## src/rtl/perf_pkg.sv

```systemverilog
// Shared types for the cache performance counter bank.
package perf_pkg;

    // Counter selector; the value doubles as the index into a channel's count vector.
    typedef enum logic [1:0] {
        SEL_ACC,
        SEL_HIT,
        SEL_MISS,
        SEL_STALL
    } perf_sel_t;

    typedef enum logic {
        CH_IDLE,
        CH_WAIT
    } perf_ch_state_t;

    localparam int unsigned NUM_SEL = 4;

endpackage

```

## src/rtl/perf_counter_bank_if.sv

```systemverilog
// Control, monitored-channel and readout signals of the performance counter bank.
interface perf_counter_bank_if
    import perf_pkg::*;
#(
    parameter int NUM_CH = 4,
    parameter int CNT_W  = 32
);
    localparam int CH_IDX_W = (NUM_CH > 1) ? $clog2(NUM_CH) : 1;

    logic                en;
    logic                clr;
    logic [NUM_CH-1:0]   access;
    logic [NUM_CH-1:0]   resp;
    logic                rd_en;
    logic [CH_IDX_W-1:0] rd_ch;
    perf_sel_t           rd_sel;
    logic [CNT_W-1:0]    rd_data;
    logic                rd_valid;
    logic [NUM_CH-1:0]   sat_flag;

    modport master (
        output en, clr, access, resp, rd_en, rd_ch, rd_sel,
        input  rd_data, rd_valid, sat_flag
    );

    modport slave (
        input  en, clr, access, resp, rd_en, rd_ch, rd_sel,
        output rd_data, rd_valid, sat_flag
    );
endinterface

```

## src/rtl/perf_channel.sv

```systemverilog
// One monitored channel: transaction FSM, four saturating counters and a sticky sat bit.
module perf_channel
    import perf_pkg::*;
#(
    parameter int CNT_W = 32
) (
    input  logic                            clk,
    input  logic                            rst,
    input  logic                            en,
    input  logic                            clr,
    input  logic                            access,
    input  logic                            resp,
    output logic [NUM_SEL-1:0][CNT_W-1:0]   cnt,
    output logic                            sat
);
    localparam logic [CNT_W-1:0] CNT_MAX = '1;
    localparam logic [CNT_W-1:0] CNT_PRE = CNT_MAX - 1'b1;

    perf_ch_state_t                 state_q, state_d;
    logic [NUM_SEL-1:0]             inc;
    logic [NUM_SEL-1:0][CNT_W-1:0]  cnt_q, cnt_d;
    logic                           sat_q, sat_d;

    // Classify each cycle; the FSM advances regardless of en so re-enabling never fakes a miss.
    always_comb begin
        state_d = state_q;
        inc     = '0;
        unique case (state_q)
            CH_IDLE: begin
                if (access) begin
                    inc[SEL_ACC] = 1'b1;
                    if (resp) begin
                        inc[SEL_HIT] = 1'b1;
                    end else begin
                        inc[SEL_MISS]  = 1'b1;
                        inc[SEL_STALL] = 1'b1;
                        state_d        = CH_WAIT;
                    end
                end
            end
            CH_WAIT: begin
                // Either the response completed it or access dropped (abort).
                if (access && !resp) begin
                    inc[SEL_STALL] = 1'b1;
                end else begin
                    state_d = CH_IDLE;
                end
            end
            default: state_d = CH_IDLE;
        endcase
    end

    // Saturating counter update; clr beats any same-cycle increment.
    always_comb begin
        cnt_d = cnt_q;
        sat_d = sat_q;
        if (clr) begin
            cnt_d = '0;
            sat_d = 1'b0;
        end else if (en) begin
            for (int i = 0; i < NUM_SEL; i++) begin
                if (inc[i] && (cnt_q[i] != CNT_MAX)) begin
                    cnt_d[i] = cnt_q[i] + 1'b1;
                    if (cnt_q[i] == CNT_PRE) begin
                        sat_d = 1'b1;
                    end
                end
            end
        end
    end

    // State, counter and sat registers.
    always_ff @(posedge clk) begin
        if (rst) begin
            state_q <= CH_IDLE;
            cnt_q   <= '0;
            sat_q   <= 1'b0;
        end else begin
            state_q <= state_d;
            cnt_q   <= cnt_d;
            sat_q   <= sat_d;
        end
    end

    assign cnt = cnt_q;
    assign sat = sat_q;

endmodule

```

## src/rtl/perf_counter_bank.sv

```systemverilog
// Per-channel cache performance monitor with a registered counter readout port.
module perf_counter_bank
    import perf_pkg::*;
#(
    parameter int NUM_CH = 4,
    parameter int CNT_W  = 32
) (
    input logic                 clk,
    input logic                 rst,
    perf_counter_bank_if.slave  bus
);
    logic [NUM_SEL-1:0][CNT_W-1:0] ch_cnt [NUM_CH];
    logic [NUM_CH-1:0]             ch_sat;
    logic [CNT_W-1:0]              rd_mux;
    logic [CNT_W-1:0]              rd_data_q;
    logic                          rd_valid_q;

    for (genvar g = 0; g < NUM_CH; g++) begin : g_ch
        perf_channel #(
            .CNT_W (CNT_W)
        ) u_ch (
            .clk    (clk),
            .rst    (rst),
            .en     (bus.en),
            .clr    (bus.clr),
            .access (bus.access[g]),
            .resp   (bus.resp[g]),
            .cnt    (ch_cnt[g]),
            .sat    (ch_sat[g])
        );
    end

    // Select the pre-increment count; channel indices past NUM_CH read as zero.
    always_comb begin
        rd_mux = '0;
        for (int i = 0; i < NUM_CH; i++) begin
            if (bus.rd_ch == $bits(bus.rd_ch)'(i)) begin
                rd_mux = ch_cnt[i][bus.rd_sel];
            end
        end
    end

    // Readout register: data holds between strobes, valid is a one-cycle echo of rd_en.
    always_ff @(posedge clk) begin
        if (rst) begin
            rd_data_q  <= '0;
            rd_valid_q <= 1'b0;
        end else begin
            rd_valid_q <= bus.rd_en;
            if (bus.rd_en) begin
                rd_data_q <= rd_mux;
            end
        end
    end

    assign bus.rd_data  = rd_data_q;
    assign bus.rd_valid = rd_valid_q;
    assign bus.sat_flag = ch_sat;

endmodule

```

## src/flat_wrapper.sv

```systemverilog
// flat-port wrapper written by rule: the top's interface ports become plain ports
module perf_counter_bank_flat import perf_pkg::*;
#(
    parameter int NUM_CH = 4,
    parameter int CNT_W  = 32
)
  (clk, rst, bus_en, bus_clr, bus_access, bus_resp, bus_rd_en, bus_rd_ch, bus_rd_sel, bus_rd_data, bus_rd_valid, bus_sat_flag);
  perf_counter_bank_if #(.NUM_CH(NUM_CH), .CNT_W(CNT_W)) bus_i ();
  input logic clk;
  input logic rst;
  input wire logic [$bits(bus_i.en)-1:0] bus_en;
  input wire logic [$bits(bus_i.clr)-1:0] bus_clr;
  input wire logic [$bits(bus_i.access)-1:0] bus_access;
  input wire logic [$bits(bus_i.resp)-1:0] bus_resp;
  input wire logic [$bits(bus_i.rd_en)-1:0] bus_rd_en;
  input wire logic [$bits(bus_i.rd_ch)-1:0] bus_rd_ch;
  input wire logic [$bits(bus_i.rd_sel)-1:0] bus_rd_sel;
  output wire logic [$bits(bus_i.rd_data)-1:0] bus_rd_data;
  output wire logic [$bits(bus_i.rd_valid)-1:0] bus_rd_valid;
  output wire logic [$bits(bus_i.sat_flag)-1:0] bus_sat_flag;
  assign bus_i.en = bus_en;
  assign bus_i.clr = bus_clr;
  assign bus_i.access = bus_access;
  assign bus_i.resp = bus_resp;
  assign bus_i.rd_en = bus_rd_en;
  assign bus_i.rd_ch = bus_rd_ch;
  assign bus_i.rd_sel = bus_rd_sel;
  assign bus_rd_data = bus_i.rd_data;
  assign bus_rd_valid = bus_i.rd_valid;
  assign bus_sat_flag = bus_i.sat_flag;
  perf_counter_bank #(.NUM_CH(NUM_CH), .CNT_W(CNT_W)) u_core (.clk(clk), .rst(rst), .bus(bus_i));
endmodule
```

## config.mk

```make
export PLATFORM = sky130hd
export DESIGN_NAME = perf_counter_bank_flat
export DESIGN_NICKNAME = d
export VERILOG_FILES = /design/src/rtl/perf_pkg.sv /design/src/rtl/perf_counter_bank_if.sv /design/src/rtl/perf_channel.sv /design/src/rtl/perf_counter_bank.sv /design/src/flat_wrapper.sv
export SDC_FILE = /design/constraint.sdc
export NUM_CORES = 1
export LEC_CHECK = 0
export CAP_MARGIN = 20
export CORE_ASPECT_RATIO = 1.1
export CORE_UTILIZATION = 28
export CTS_CLUSTER_SIZE = 14
export DETAILED_ROUTE_END_ITERATION = 7
export PLACE_DENSITY = 0.41
export SETUP_SLACK_MARGIN = 0.5
export SLEW_MARGIN = 20
export SYNTH_ARGS = -nofsm -noshare
export SYNTH_HDL_FRONTEND = slang
export SYNTH_SLANG_ARGS = --single-unit
```

## constraint.sdc

```tcl
create_clock -name clk -period 5.6 [get_ports clk]
set_input_delay 1.4 -clock clk [delete_from_list [all_inputs] [get_ports clk]]
set_output_delay 1.4 -clock clk [all_outputs]
set_load 0.02 [all_outputs]
```

# Yosys cells after proc, flatten, opt, wreduce, memory -nomap -nowiden
# Index checks and enable logic that the tools add are counted.
[op_classes]
add_sub_neg = 16
order_cmp = 1
n_eq_ne = 35
mux = 80
n_bitwise = 4
reduce_logical = 42
[op_table]
columns = ["cell", "count"]
rows = [
  ["$add A32 B1 Y32 const B", 16],
  ["$eq A32 B32 Y1 const B", 16],
  ["$ne A32 B32 Y1 const B", 16],
  ["$bmux W32 S2", 4],
  ["$mux W32", 8],
  ["$mux W1", 48],
  ["$reduce_and A2 Y1", 16],
  ["$logic_and A1 B1 Y1", 20],
  ["$mux W4", 4],
  ["$pmux W1 S2", 8],
  ["$mux W3", 4],
  ["$mux W2", 4],
  ["$eq A2 B2 Y1 const B", 2],
  ["$logic_not A1 Y1", 4],
  ["$not A1 Y1", 4],
  ["$lt A2 B3 Y1 const B", 1],
  ["$eq A2 B1 Y1 const B", 1],
  ["$logic_not A2 Y1", 1],
  ["$reduce_or A2 Y1", 1],
]
[word_totals]
regBits = 553
input_bits = 17
out_inout_bits = 37

# Longest topological paths before layout
[depth]
depth_word = 11
mapped_depth = 9
depth_no_buf = 7

# Cells and area by module
# A second synthesis with hierarchy kept.
[hier_totals]
hier_cells = 3532
hier_area_um2 = 31037.3
[modules_own_cells]
columns = ["mod", "instances", "cells_each", "area_per_inst_um2", "seq_area_each_um2"]
rows = [
  ["perf_channel (u_core.g_ch[0].u_ch ...)", 3, 728, 6344.8, 2602.5],
  ["perf_channel (u_core.g_ch[3].u_ch)", 1, 844, 6816.5, 2602.5],
  ["perf_counter_bank", 1, 504, 5186.2, 660.6],
]

# Least setup slack after synthesis
# OpenSTA, ideal clock, no wires.
[synth_path]
path_type = "input-to-reg"
from = "input port bus_rd_sel[0]"
to = "register u_core.rd_data_q[10], in the netlist u_core.bus.rd_data[10]"
setup_ns = 0.128
t_arrival_ns = 3.401
required_ns = 5.472
setup_slack_ns = 2.071
stages = 6
path_buffers = 2
cell_sequence = "clkbuf_1 buf_1 mux4_1 mux4_2 mux2i_1 nor2_1"
[synth_via]
elab_chain_len = 6
elab_cells_between_ends = 12
[synth_lines]
columns = ["element", "line", "rtl"]
rows = [
  ["start: declaration", "flat_wrapper.sv:17", "input wire logic [$bits(bus_i.rd_sel)-1:0] bus_rd_sel;"],
  ["$bmux W32 S2", "perf_counter_bank.sv:38", "rd_mux = ch_cnt[i][bus.rd_sel];"],
  ["$mux W32 (implied by the code)", "perf_counter_bank.sv:38", ""],
  ["$mux W32 (3 in series)", "perf_counter_bank.sv:37", "if (bus.rd_ch == $bits(bus.rd_ch)'(i)) begin"],
  ["$mux W32 *", "perf_counter_bank.sv:37", ""],
  ["end signal: assignment", "perf_counter_bank.sv:51", "rd_data_q <= rd_mux;"],
  ["end: declaration", "perf_counter_bank.sv:15", "logic [CNT_W-1:0] rd_data_q;"],
]
# Every way passes the cells marked *; elsewhere a longest branch is shown, timed or not. The select of a mux whose other input is x is not followed.
# A chain may end at the register's enable or synchronous reset.

# Final worst setup path
[layout_path]
from = "input port bus_access[0]"
to = "register u_core.g_ch[0].u_ch.cnt_q, in the netlist u_core.g_ch[0].u_ch.cnt[60]"
[layout_via]
elab_chain_len = 4
[layout_lines]
columns = ["element", "line", "rtl"]
rows = [
  ["start: declaration", "flat_wrapper.sv:13", "input wire logic [$bits(bus_i.access)-1:0] bus_access;"],
  ["$mux W4", "perf_channel.sv:30", "if (access) begin"],
  ["$mux W3", "perf_channel.sv:28", "unique case (state_q)"],
  ["$logic_and A1 B1 Y1", "perf_channel.sv:62", "if (inc[i] && (cnt_q[i] != CNT_MAX)) begin"],
  ["$reduce_and A2 Y1 (no source line)", "--", ""],
  ["end signal: assignment", "perf_channel.sv:80", "cnt_q <= cnt_d;"],
  ["end: declaration", "perf_channel.sv:21", "logic [NUM_SEL-1:0][CNT_W-1:0] cnt_q, cnt_d;"],
]
# No other way between the ends.

==> results.md <==
- The run finished with clean final reports.
- The worst reg2reg path depth is 6.
- The dominant delay contributor by cell family on the critical path is simple AND/OR/NAND/NOR gates.
- In the global route stage, overall resource usage came out at 20.7%.
- The share of total power consumed by net switching is 23.8%.
- The number of failing hold endpoints at the final stage is 0.
- The worst hold path terminates at u_core.g_ch[1].u_ch.cnt[47].
- The initial core utilization is about 28%.
- Buffers added to address setup during post-CTS repair amount to 0.
- For the worst setup path, the data required time is 6.17 ns.
- The total power per unit cell area is 252 mW/mm^2.
- The number of antenna violations at the first check in global routing is 12.
- Counting tap cells, the placed design contains a total of 4929 instances.
- Internal power comes to approximately 6.9 mW.
- The summed instance area of the synthesized netlist is 0.0315 mm^2.
- The most frequently used flop master after synthesis is dfxtp_1.
- The final instance count without filler cells is slightly above 5000.
- In this run the worst hold path is classified as flip-flop to flip-flop.
- The count of boundary I/O pins is 54.
- In this run the critical register-to-register path is captured at u_core.g_ch[2].u_ch.cnt[122].
- Across the routed clock network, the largest skew measured is 0.0312 ns.
- The worst hold path was traced through 2 stages.
- The count of buffers inserted at the top-level ports is 53.
- Counting the fill cells in the layout gives 11500.
- The number of buffers and inverters on the critical path is 2.
- The total congestion overflow after global routing is 0.
- Measured along the x axis, the die boundary spans 322 um.
- Counting along the longest clock path gives a buffer depth of 3.
- The count of pins over their slew limit was 0.
- The proportion of layout cells with a drive suffix above 1 is 10.9%.
- The clock transition at the registers of the reported paths is around 0.060 ns.
- The worst slew margin relative to its limit is 27.9%.
- The iteration count of the initial detailed-routing pass is 5.
- The relative area change from synthesis to final layout is 14.3%.
- The routed design has approximately 120000 um of wire.
- The post-synthesis net count is 3601.
- Combinational logic is responsible for around 3.7% of the overall power.
- The final net count is 3558.
- The origin of the worst setup path is bus_access[0].
- The later pin in the worst-skew pair is clocked with a latency of 0.64 ns.
- The clock network burns 52.8% of the power.
- The total of warnings raised by yosys is 0.
- TritonCTS built the clock tree.
- In this run the number of cells on the critical path is 7.
- The first-pass GRT wire length is 179000 um.
- Summing internal, switching and leakage power gives 9.07 mW.
- Timing analysis after detailed placement gives a worst setup slack of 1.31 ns.
- The kind of start point of the critical path is an input pin.
- At the pin with the least slew margin, the transition time is 1.08 ns.
- The data arrival time of the worst path is 4.18 ns.
- The share of total power dissipated in sequential elements is 43.5%.
- The floorplan step set the die height to around 350 um.
- Setup violations remaining at the end of the flow were counted as 0.
- The number of levels in the clock H-tree is 3.
- The utilization after layout is approximately a third.
- The count of clock tree sinks is ~550.
- The maximum number of pins on one net before global-route repair is 94.
- The number of placement rows is 128.
- The net switching power is between 2 and 2.5 mW.
- In the routed design, unresolved DRC markers number 0.
- The count of distinct cell types in the synthesized netlist is between 70 and 80.
- The worst path in the final design needs a cycle of 3.60 ns, including I/O delays and setup.
- Traced cell by cell, the critical path runs through clkdlybuf4s50_1 > nand4b_1 > buf_4 > or2_0 > or4_1 > or4_1 > a21oi_1.
- The sequential cells in the finished layout cover a total of 0.0111 mm^2.
- In this run the most critical hold path is launched from u_core.g_ch[1].u_ch.cnt[47].
- Sorting the synthesized cells by area gives the leading types as dfxtp_1 (35%), mux4_2 (11%), a21oi_1 (5.0%), or3_1 (4.4%), or4_1 (3.6%).
- In the final timing run, aggregate negative setup slack is 0 ns.
- Counting the buffers created by CTS gives 72.
- The worst register-to-register path has a setup slack of 2.45 ns.
- The cell count after synthesis came out at 3552.
- The final weighted congestion of routability-driven global placement is 0.815.
- The largest single stage delay on the critical path is 0.71 ns.
- The final critical-path share of the clock period is 64.4%.
- The average via count per standard cell is around 5.7.
- The number of antenna-violating nets in the routed design is 0.
- The total via count in the routed design is roughly 29000.
- The worst ir drop on vdd is between 150 and 200 uV.
- For this block, the initial DRC count from the detailed router was 2199.
- Of all nets on the critical path, the largest fanout is 13.
- The startpoint-to-endpoint class of the critical path is input pin to flip-flop.
- The synthesized design contains 0 enable-type register cells.
- After synthesis, the most frequently instantiated cells are dfxtp_1 (553), a21oi_1 (317), nand2_1 (248).
- The number of global-route vias before repair came to 26700.
- STA classifies the critical path endpoint as a flip-flop.
- The cell chosen for the clock root is clkbuf_16.
- A synthesized cell averages 8.85 um^2.
- The worst register-to-register path begins at u_core.g_ch[2].u_ch.cnt[97].
- Of the synthesized area, sequential elements account for 35.2%.
- The area enclosed by the die boundary is 0.114 mm^2.
- Once the clock tree was built, the resizer swapped 0 gates to a different size.
- Setup repair after global routing left no endpoint under its margin.
- For this run, asynchronously set or reset flops after synthesis account for 0%.
- The share of the synthesized area in the top cell type is around a third.
- Derived from the worst setup path, the maximum achievable clock frequency is around 280 MHz.
- For this design, the CTS-stage hold fixing added 0 buffers.
- The area inside the core boundary is between 0.1 and 0.15 mm^2.
- Setup slack closes at 2.00 ns.
- For this design the static power due to leakage is 10.2 nW.
- Detailed placement finished with a half-perimeter wire length of 87700 um.
- The cell type with the highest aggregate area in the netlist is dfxtp_1.
- The cell type of the slowest stage on the worst timing path is or4_1.
- The cell occurring most often along the worst timing path is or4_1.
- In this run, synthesis produced a sequential element count of 553.
- Across the run, the number of max-cap violations was 0.
- The most common cell in the synthesized netlist is dfxtp_1.
- The multi-input combinational cells in the finished layout cover a total of 0.0193 mm^2.
- After detailed routing, the average wire length per cell comes to 23.7 um.
==> how the worst max path moves through the flow <==
stage	endpoint	slack (ns)
after floorplan	u_core.bus.rd_data[10]	2.07
after global placement	u_core.g_ch[0].u_ch.cnt[60]	1.35
after detailed placement	u_core.g_ch[0].u_ch.cnt[60]	1.31
after CTS	u_core.g_ch[0].u_ch.cnt[60]	2.01
after global routing	u_core.g_ch[0].u_ch.cnt[60]	1.84
final	u_core.g_ch[0].u_ch.cnt[60]	2.00
==> worst min-delay path: cells and delay by family (launching register included) <==
| kind | cells | cell delay (ns) |
|---|---|---|
| mux | 1 | 0.05 |
| flops | 1 | 0.33 |
| simple gates | 1 | 0.06 |
==> sequential cells by signal (all words and copies together) (netlist names) <==
signal	flops
u_core.bus.rd_data	32
u_core.bus.rd_valid	1
u_core.g_ch.u_ch.cnt	512
u_core.g_ch.u_ch.sat	4
u_core.g_ch.u_ch.state_q	4
==> routing by layer <==
layer	global-route usage (%)	part of all wire (%)	vias to the layer above
met5	0	0	-
met4	6.60	2.8	0
met3	2.48	4.0	131
met2	34.1	47	575
met1	28.1	46	14200
li1	-	-	13700
==> cells by family after synthesis <==
group	share of synthesized area [%]
mux	13.5
xor+xnor	3.15
buf+inv	3.92
fa+ha+maj	1.27
simple gates	27.4
compound gates	15.5
flops	35.2
==> through the flow <==
| stage | instance area [um^2] | hold slack, ns |
|---|---|---|
| final | 36000 | 0.490 |
| after floorplan | 31500 | 0.444 |
| after CTS | 35900 | 0.491 |
| after global placement | 33500 | 0.475 |
| after detailed placement | 33600 | 0.478 |
| after global routing | 36000 | 0.520 |
==> area by class of cell <==
type | count | area share [%]
Inverter | 84 | 0.877
Clock inverter | 14 | 0.532
Antenna cell | 1 | 0.00696
Clock buffer | 109 | 6.08
Multi-Input combinational cell | 2686 | 53.5
Sequential cell | 553 | 30.8
Tap cell | 1495 | 5.20
Timing Repair Buffer | 112 | 2.96
==> layout by cell type, fill, tap and decap left out, types with 47 or more instances in the layout <==
master	count
nor3_1	47
inv_1	84
mux2i_1	64
o31ai_1	125
nand2_1	248
dfxtp_1	553
buf_4	50
o21ai_0	184
clkbuf_16	76
nor2_1	220
and4_1	77
or3_1	222
a21oi_1	317
nand4_1	155
xnor2_1	97
nand3_1	166
mux4_2	159
or4_1	152
nor4_1	60
==> power groups by stage <==
stage	sequential [mW]	combinational (mW)	clock, mW
floorplan	4.03	0.217	0
global placement	4.04	0.337	0
detailed placement	4.04	0.337	0
CTS	3.95	0.337	4.92
global route	3.95	0.357	5.07
finish	3.95	0.331	4.79
Power figures use the tool's default switching activity.
